`src/rtl/rvfpm_pkg.sv`:
```
// Shared constants and the default-width result entry for the FP issue/retire shell.
package rvfpm_pkg;

  localparam int FLEN       = 32;
  localparam int XLEN       = 32;
  localparam int DEF_ID_W   = 4;
  localparam int DEF_REG_AW = 5;

  // Result entry at the default geometry. The pipeline shell builds a
  // parameter-sized twin of this layout so that id/rd/data widths can vary.
  typedef struct packed {
    logic                  valid;
    logic [DEF_ID_W-1:0]   id;
    logic [DEF_REG_AW-1:0] rd;
    logic                  we_frf;
    logic                  we_xreg;
    logic [FLEN-1:0]       data;
  } rvfpm_entry_t;

endpackage

```
`src/rtl/rvfpm_result_fifo.sv`:
```
// Circular result buffer: registered head, no fall-through, push+pop legal when full.
module rvfpm_result_fifo #(
  parameter int WIDTH = 32,
  parameter int DEPTH = 4
) (
  input  logic                       ck,
  input  logic                       rst,
  input  logic                       push,
  input  logic [WIDTH-1:0]           push_data,
  input  logic                       pop,
  output logic [WIDTH-1:0]           head,
  output logic                       full,
  output logic                       empty,
  output logic [$clog2(DEPTH+1)-1:0] count
);

  localparam int AW = $clog2(DEPTH);
  localparam int CW = $clog2(DEPTH + 1);

  logic [WIDTH-1:0] mem [DEPTH];
  logic [AW-1:0]    wr_ptr;
  logic [AW-1:0]    rd_ptr;
  logic [CW-1:0]    count_r;

  // Pointer and occupancy bookkeeping; pointers wrap naturally at DEPTH.
  always_ff @(posedge ck) begin
    if (rst) begin
      wr_ptr  <= {AW{1'b0}};
      rd_ptr  <= {AW{1'b0}};
      count_r <= {CW{1'b0}};
    end else begin
      if (push) wr_ptr <= wr_ptr + AW'(1);
      if (pop)  rd_ptr <= rd_ptr + AW'(1);
      count_r <= count_r + CW'(push) - CW'(pop);
    end
  end

  // Storage write; contents need no reset because empty gates the head downstream.
  always_ff @(posedge ck) begin
    if (push && !rst) mem[wr_ptr] <= push_data;
  end

  assign head  = mem[rd_ptr];
  assign count = count_r;
  assign full  = (count_r == CW'(DEPTH));
  assign empty = (count_r == {CW{1'b0}});

endmodule

```
`src/rtl/rvfpm_pipe_ctrl.sv`:
```
// FP unit issue/retire shell: in-order stage array, FP scoreboard, kill-by-id, result buffer.
module rvfpm_pipe_ctrl
  import rvfpm_pkg::*;
#(
  parameter int PIPELINE_STAGES = 4,
  parameter int NUM_REGS        = 32,
  parameter int X_ID_WIDTH      = 4,
  parameter int DATA_W          = FLEN,
  parameter int RESULT_DEPTH    = 4
) (
  input  logic                                               ck,
  input  logic                                               rst,
  input  logic                                               issue_valid,
  output logic                                               issue_ready,
  input  logic [X_ID_WIDTH-1:0]                              issue_id,
  input  logic [2:0][$clog2(NUM_REGS)-1:0]                   issue_rs,
  input  logic [2:0]                                         issue_rs_used,
  input  logic [$clog2(NUM_REGS)-1:0]                        issue_rd,
  input  logic                                               issue_we_frf,
  input  logic                                               issue_we_xreg,
  input  logic [DATA_W-1:0]                                  issue_data,
  input  logic                                               kill_valid,
  input  logic [X_ID_WIDTH-1:0]                              kill_id,
  output logic                                               out_valid,
  input  logic                                               out_ready,
  output logic [X_ID_WIDTH-1:0]                              out_id,
  output logic [$clog2(NUM_REGS)-1:0]                        out_rd,
  output logic                                               out_we_frf,
  output logic                                               out_we_xreg,
  output logic [DATA_W-1:0]                                  out_data,
  output logic [NUM_REGS-1:0]                                busy_regs,
  output logic [$clog2(PIPELINE_STAGES+RESULT_DEPTH+1)-1:0]  inflight_cnt
);

  localparam int RA_W   = $clog2(NUM_REGS);
  localparam int CNT_W  = $clog2(PIPELINE_STAGES + RESULT_DEPTH + 1);
  localparam int FCNT_W = $clog2(RESULT_DEPTH + 1);
  localparam int LAST   = PIPELINE_STAGES - 1;

  typedef struct packed {
    logic [X_ID_WIDTH-1:0] id;
    logic [RA_W-1:0]       rd;
    logic                  we_frf;
    logic                  we_xreg;
    logic [DATA_W-1:0]     data;
  } payload_t;

  logic [PIPELINE_STAGES-1:0] stage_valid;
  payload_t                   stage_pl [PIPELINE_STAGES];
  logic [PIPELINE_STAGES-1:0] kill_hit;
  logic [PIPELINE_STAGES-1:0] live;
  logic [PIPELINE_STAGES-1:0] valid_next;
  logic [NUM_REGS-1:0]        busy_next;
  logic [CNT_W-1:0]           inflight_next;
  logic [FCNT_W-1:0]          fifo_count;
  logic                       fifo_full;
  logic                       fifo_empty;
  payload_t                   head;
  payload_t                   issue_pl;
  logic                       advance;
  logic                       hazard;
  logic                       accept;
  logic                       load;
  logic                       push;
  logic                       pop;

  assign issue_pl = '{id: issue_id, rd: issue_rd, we_frf: issue_we_frf,
                      we_xreg: issue_we_xreg, data: issue_data};

  assign out_valid   = !fifo_empty;
  assign pop         = out_valid && out_ready;
  assign advance     = !stage_valid[LAST] || !fifo_full || pop;
  assign issue_ready = !rst && advance && !hazard;
  assign accept      = issue_valid && issue_ready;
  // A same-cycle kill of the issuing id completes the handshake but creates nothing.
  assign load        = accept && !(kill_valid && (issue_id == kill_id));
  assign push        = live[LAST] && advance;

  // RAW/WAW hazard against the registered scoreboard only (no same-cycle clear bypass).
  always_comb begin
    hazard = issue_we_frf & busy_regs[issue_rd];
    for (int k = 0; k < 3; k++) begin
      hazard = hazard | (issue_rs_used[k] & busy_regs[issue_rs[k]]);
    end
  end

  // Kill matching on every valid stage, then next-state valids for the shift.
  always_comb begin
    for (int i = 0; i < PIPELINE_STAGES; i++) begin
      kill_hit[i] = stage_valid[i] & kill_valid & (stage_pl[i].id == kill_id);
      live[i]     = stage_valid[i] & ~kill_hit[i];
    end
    if (advance) begin
      valid_next[0] = load;
      for (int i = 1; i < PIPELINE_STAGES; i++) valid_next[i] = live[i-1];
    end else begin
      valid_next = live;
    end
  end

  // Scoreboard update: kills and retirement clear, a new accept sets its rd.
  always_comb begin
    for (int r = 0; r < NUM_REGS; r++) begin
      logic clr;
      clr = pop & head.we_frf & (head.rd == RA_W'(r));
      for (int i = 0; i < PIPELINE_STAGES; i++) begin
        clr = clr | (kill_hit[i] & stage_pl[i].we_frf & (stage_pl[i].rd == RA_W'(r)));
      end
      busy_next[r] = (busy_regs[r] & ~clr) | (load & issue_we_frf & (issue_rd == RA_W'(r)));
    end
  end

  // Occupancy after this edge: surviving stages plus buffer after push/pop.
  always_comb begin
    inflight_next = CNT_W'(fifo_count) + CNT_W'(push) - CNT_W'(pop);
    for (int i = 0; i < PIPELINE_STAGES; i++) begin
      inflight_next = inflight_next + CNT_W'(valid_next[i]);
    end
  end

  // Control state: stage valids, scoreboard and in-flight count.
  always_ff @(posedge ck) begin
    if (rst) begin
      stage_valid  <= {PIPELINE_STAGES{1'b0}};
      busy_regs    <= {NUM_REGS{1'b0}};
      inflight_cnt <= {CNT_W{1'b0}};
    end else begin
      stage_valid  <= valid_next;
      busy_regs    <= busy_next;
      inflight_cnt <= inflight_next;
    end
  end

  // Payload shift; the whole array moves together so no bubble is squeezed out.
  always_ff @(posedge ck) begin
    if (advance) begin
      stage_pl[0] <= issue_pl;
      for (int i = 1; i < PIPELINE_STAGES; i++) stage_pl[i] <= stage_pl[i-1];
    end
  end

  rvfpm_result_fifo #(
    .WIDTH ($bits(payload_t)),
    .DEPTH (RESULT_DEPTH)
  ) u_result_fifo (
    .ck        (ck),
    .rst       (rst),
    .push      (push),
    .push_data (stage_pl[LAST]),
    .pop       (pop),
    .head      (head),
    .full      (fifo_full),
    .empty     (fifo_empty),
    .count     (fifo_count)
  );

  // Head fields read as zero whenever nothing is buffered.
  assign out_id      = fifo_empty ? {X_ID_WIDTH{1'b0}} : head.id;
  assign out_rd      = fifo_empty ? {RA_W{1'b0}}       : head.rd;
  assign out_we_frf  = fifo_empty ? 1'b0               : head.we_frf;
  assign out_we_xreg = fifo_empty ? 1'b0               : head.we_xreg;
  assign out_data    = fifo_empty ? {DATA_W{1'b0}}     : head.data;

endmodule

```
`config.mk`:
```
export PLATFORM = sky130hd
export DESIGN_NAME = rvfpm_pipe_ctrl
export DESIGN_NICKNAME = d
export VERILOG_FILES = /design/src/rtl/rvfpm_pkg.sv /design/src/rtl/rvfpm_result_fifo.sv /design/src/rtl/rvfpm_pipe_ctrl.sv
export SDC_FILE = /design/constraint.sdc
export NUM_CORES = 1
export LEC_CHECK = 0
export ABC_AREA = 1
export CORE_ASPECT_RATIO = 0.7
export CORE_MARGIN = 1
export CORE_UTILIZATION = 30
export CTS_CLUSTER_SIZE = 25
export DETAILED_ROUTE_END_ITERATION = 8
export DONT_BUFFER_PORTS = 1
export GPL_ROUTABILITY_DRIVEN = 0
export SETUP_SLACK_MARGIN = 0.2
export SLEW_MARGIN = 20
export SYNTH_ARGS = -nofsm -noshare
export SYNTH_HDL_FRONTEND = slang
export SYNTH_SLANG_ARGS = --single-unit
```
`constraint.sdc`:
```
create_clock -name ck -period 8.9 [get_ports ck]
set_clock_uncertainty 0.15 [all_clocks]
set_input_delay 0.89 -clock ck [delete_from_list [all_inputs] [get_ports ck]]
set_output_delay 0.89 -clock ck [all_outputs]
set_load 0.01 [all_outputs]
```
; Word level (Yosys, flattened, before mapping)
; Memories as Yosys holds them, arrays and structs flattened. A register that Yosys moved wholly into a read port is not among the register bits.
; Index checks and enable logic that the tools add are counted.
[totals]
reg_bits = 47
mem_bits_rw = 344
word_cells = 702
mem_count = 2
[classes]
addsub = 10
n_lt_le_gt_ge = 4
n_eq_ne = 192
mux = 20
bitwise_logic = 445
n_reduce_logical = 23
[memory_table]
columns = memory, words, width, rd, rd_clocked_by_memory_dff, wr, line_no
row1 = stage_pl, 4, 43, 4, 0, 4, rvfpm_pipe_ctrl.sv:49  ; payload_t stage_pl [PIPELINE_STAGES];
row2 = u_result_fifo.mem, 4, 43, 1, 1, 1, rvfpm_result_fifo.sv:20  ; logic [WIDTH-1:0] mem [DEPTH];
[ops]
columns = operator, count
row1 = "5-bit equality test, second input constant", 96
row2 = 1-bit AND, 246
row3 = "5-bit by 4-bit equality test with 1-bit output, second input constant", 48
row4 = 1-bit bitwise OR, 163
row5 = "5-bit by 3-bit equality test with 1-bit output, second input constant", 24
row6 = "5-bit by 2-bit equality test with 1-bit output, second input constant", 12
row7 = 1-bit NOT, 36
row8 = 32-bit two-way mux, 1
row9 = "5-bit by 1-bit equality test with 1-bit output, second input constant", 6
row10 = 5-bit logical NOT, 6
row11 = "5-bit by 6-bit < comparator with 1-bit output, second input constant", 4
row12 = 1-bit binary-select mux with 5-bit select, 4
row13 = 4-bit equality test, 5
row14 = 4-bit by 1-bit adder with 4-bit output, 4
row15 = 1-bit two-way mux, 10
row16 = 1-bit logical AND, 8
row17 = 4-bit two-way mux, 2
row18 = 1-bit logical NOT, 6
row19 = 5-bit two-way mux, 1
row20 = "2-bit by 1-bit adder with 2-bit output, second input constant", 2
row21 = 3-bit by 1-bit adder with 4-bit output, 1
row22 = 2-bit two-way mux, 2
row23 = 4-bit by 1-bit subtractor with 4-bit output, 1
row24 = 3-bit by 1-bit adder with 3-bit output, 1
row25 = other kinds (4), 5

; Depth between registers and ports, before layout
[depth]
depth_word = 15
ltp_mapped = 21
mapped_depth_nobuf = 19

; Cells and area by module
; A second synthesis with hierarchy kept.
[unflattened]
cells_unflattened = 1842
area_unflattened_um2 = 18251.3
[by_module_without_submodules]
columns = mod, n_inst, cells_per_inst, area_each_um2
row1 = rvfpm_pipe_ctrl, 1, 1282, 10805.4
row2 = rvfpm_result_fifo, 1, 560, 7445.9

; Least setup slack after synthesis
; Ideal clock, no wire load.
[synth_timing]
kind = input port to flip-flop
startpoint = in out_ready
endpoint = mem u_result_fifo.mem[0][0] in the netlist's numbering, enable pin
setup_time_ns = 0.443
t_arrival_ns = 7.273
t_required_ns = 8.307
slack_ns = 1.033
path_stages = 6
path_buffers = 0
path_cell_list = nor4_1 inv_1 nand3_1 inv_1 nand2_1 nor2_1
[synth_via]
elab_chain_cells = 6
[synth_rtl]
columns = item, line_no
row1 = from (decl), rvfpm_pipe_ctrl.sv:25  ; input logic out_ready,
row2 = 1-bit logical AND, rvfpm_pipe_ctrl.sv:71  ; assign pop = out_valid && out_ready;
row3 = 1-bit logical OR, rvfpm_pipe_ctrl.sv:72  ; assign advance = !stage_valid[LAST] || !fifo_full || pop;
row4 = named net advance, rvfpm_pipe_ctrl.sv:60  ; logic advance;
row5 = 1-bit logical AND, rvfpm_pipe_ctrl.sv:77  ; assign push = live[LAST] && advance;
row6 = named net push, rvfpm_pipe_ctrl.sv:64  ; logic push;
row7 = 1-bit logical AND, rvfpm_result_fifo.sv:40  ; if (push && !rst) mem[wr_ptr] <= push_data;
row8 = 1-bit two-way mux, rvfpm_result_fifo.sv:40
row9 = 1-bit two-way mux (implied by the code), rvfpm_result_fifo.sv:40
row10 = to (decl), rvfpm_result_fifo.sv:20
; The timed path passes the listed nets, and every way through them passes these cells.

==> results.json <==
{
  "synth_top_area_cell": "edfxtp_1",
  "power.leakage_nw": 6.93,
  "cts_made_buffers": 41,
  "finalCriticalPeriod_ns": 4.21,
  "start_util": 0.307,
  "grt_pass1_wl_microns": 70800,
  "crit_type": "flop to primary output",
  "finalSetupTns_ns": 0,
  "drv_cap": 0,
  "worst-path-max-fanout": 73,
  "io_buffers": 0,
  "num_vias": 12804,
  "p_int_mw": 3.22,
  "seq_area_frac_synth": 0.644,
  "drcViolationCount": 0,
  "grt_max_degree": 108,
  "status": "finished, final reports clean",
  "post_drt_wl_per_cell_microns": 18.6,
  "grt_pass1_vias": 11797,
  "drt_wl_total_microns": 47200,
  "fin_util": 0.342,
  "ir_drop_uv": 135,
  "rsz0062_at_grt": "no",
  "worst_slew_pin_slew_ns": 1.04,
  "critPathCapture": "out_rd[0]",
  "cp-start-kind": "flop",
  "clockBufferDepth": 3,
  "cts_resized": 0,
  "postCtsSetupBuffers": 0,
  "track_usage": 0.155,
  "final_antenna_net_count": 0,
  "pwr-share-seq": 0.466,
  "cts_root_buf": "clkbuf_16",
  "rr_worst_depth": 11,
  "layout_common_cells": "nor2_1, edfxtp_1, nand2_1, nand3_1, a21oi_1",
  "synth_area_sq_mm": 0.0176,
  "finalSetupViolCount": 0,
  "fmax_mhz": 238,
  "r2r_slack_ns": 4.73,
  "reg2reg_to": "inflight_cnt[2]",
  "final_cell_count_no_fill": 2542,
  "dieArea_sq_mm": 0.0595,
  "netSwitchingFraction": 0.298,
  "final_common_cell": "nor2_1",
  "drt_iter0_drc": 1513,
  "yosys_register_bits": 393,
  "grt.overflow.total": 0,
  "post-route-cell-area_sq_mm": 0.0196,
  "synth-edff-count": 344,
  "placedInstanceArea_sq_mm": 0.0183,
  "ys_types": 38,
  "cts_tree": "built",
  "maxSlewHeadroom": 0.304,
  "synthArstFlopShare": 0,
  "dr.pass1.iters": 6,
  "finalMaxSlewViolations": 0,
  "cts_sinks": 393,
  "crit_required_ns": 7.86,
  "dp_hpwl_microns": 30600,
  "synthFlopType": "edfxtp_1",
  "pwr-share-clk": 0.368,
  "syn_inst": 1784,
  "clk_pin_slew_ns": 0.06,
  "p_comb_frac": 0.166,
  "crit_path_end_kind": "primary output",
  "switching_power_mw": 1.37,
  "period_share": 0.473,
  "boundaryPins": 151,
  "place_inst": 2465,
  "coreArea_sq_mm": 0.0573,
  "powerDensity_mw_per_mm2": 234,
  "syn_to_final_growth_pct": 11.6,
  "synth_area_per_cell_sq_um": 9.84,
  "r2r_start": "stage_valid[3]",
  "fp.dieH_microns": 204,
  "yosysTopAreaCellShare": 0.588,
  "ys_warn_count": 0,
  "hold_class": "flop to flop",
  "viasPerCell": 5.04,
  "hold_viol_final": 0,
  "nets": 1846,
  "hold_buffers": 0,
  "antenna_found_initial": 3,
  "layout-drive-gt1-share": 0.0503,
  "syn_nets": 1872,
  "cts_max_level": 2,
  "netlist_top_cells_area": "edfxtp_1, nor2_1, nand2_1",
  "fp.dieW_microns": 291,
  "worst_ep_arrival_time_ns": 3.17,
  "placementRows": 73,
  "insertion_delay_ns": 0.56
}
-- state kept, by name (all words and copies together), names as in the netlist, named ones only --
| register | cells |
|---|---|
| u_result_fifo.rd_ptr | 2 |
| u_result_fifo.wr_ptr | 2 |
| stage_valid | 4 |
| u_result_fifo.mem | 172 |
| inflight_cnt | 4 |
| u_result_fifo.count | 3 |
| busy_regs | 32 |
| stage_pl | 172 |
-- worst max-delay path: stages (launching register included) --
cell and delay [ns]:
dfxtp_4 0.48, buf_4 0.38, inv_2 0.27, buf_4 0.62, nand2_1 0.10, nand3_1 0.10
nand2_1 0.17, nor2_1 0.42
-- through the flow --
stage	hold slack [ns]	power, mW	setup slack (ns)
after CTS	0.241	4.64	4.68
after detailed placement	0.255	2.94	4.24
after floorplan	0.250	2.69	1.03
after global placement	0.250	2.94	4.32
after global routing	0.239	4.79	4.47
final	0.264	4.58	4.69
-- cells in the mapped netlist (4+ instances only) --
cell	count
a21oi_1	117
buf_1	5
buf_2	21
buf_4	5
buf_6	5
clkbuf_1	45
dfxtp_1	49
edfxtp_1	344
fa_1	4
ha_1	14
inv_1	117
nand2_1	335
nand3_1	165
nand4_1	43
nor2_1	349
nor3_1	26
o21ai_0	98
o22ai_1	5
or2_2	5
xor2_1	5
-- layout make-up --
type	count	area, sq um
flip-flops and latches	393	11300
multi-input cells	1189	5440
clock inverters	26	260
fillers	5619	37700
repair buffers	12	90.1
inverters	121	462
clock buffers	50	1080
diodes	1	2.50
well taps	750	938
-- worst min path at each step --
stage | cells past startpoint | start | endpoint
after floorplan | 0 | stage_pl[0][0] | stage_pl[1][0]
after global placement | 0 | stage_pl[0][22] | stage_pl[1][22]
after CTS | 0 | issue_data[7] | stage_pl[0][7]
after global routing | 0 | issue_data[7] | stage_pl[0][7]
after detailed placement | 0 | stage_pl[0][17] | stage_pl[1][17]
final | 0 | stage_pl[2][6] | stage_pl[3][6]
-- per-layer routing --
layer  vias to the layer above  GRT usage  share of wire
met1                      6041      0.217           0.44
met3                       103     0.0543           0.11
met5                         -          0        0.00025
li1                       6059          -              -
met4                         2     0.0488          0.025
met2                       599      0.224           0.42
-- cell families after synthesis --
kind of cell | share of synthesized area
AO/OA/AOI/OAI | 0.0678
XOR/XNOR | 0.00399
adder cells (fa/ha/maj) | 0.0145
buffers and inverters | 0.0479
flip-flops | 0.644
AND/OR/NAND/NOR | 0.221
-- power by group through the flow --
stage	Combinational, mW	Sequential [mW]	Clock [mW]
finish	0.762	2.14	1.68
global route	0.845	2.14	1.80
CTS	0.776	2.14	1.72
detailed placement	0.770	2.17	0
global placement	0.763	2.17	0
floorplan	0.561	2.13	0
Power figures use the tool's default switching activity.
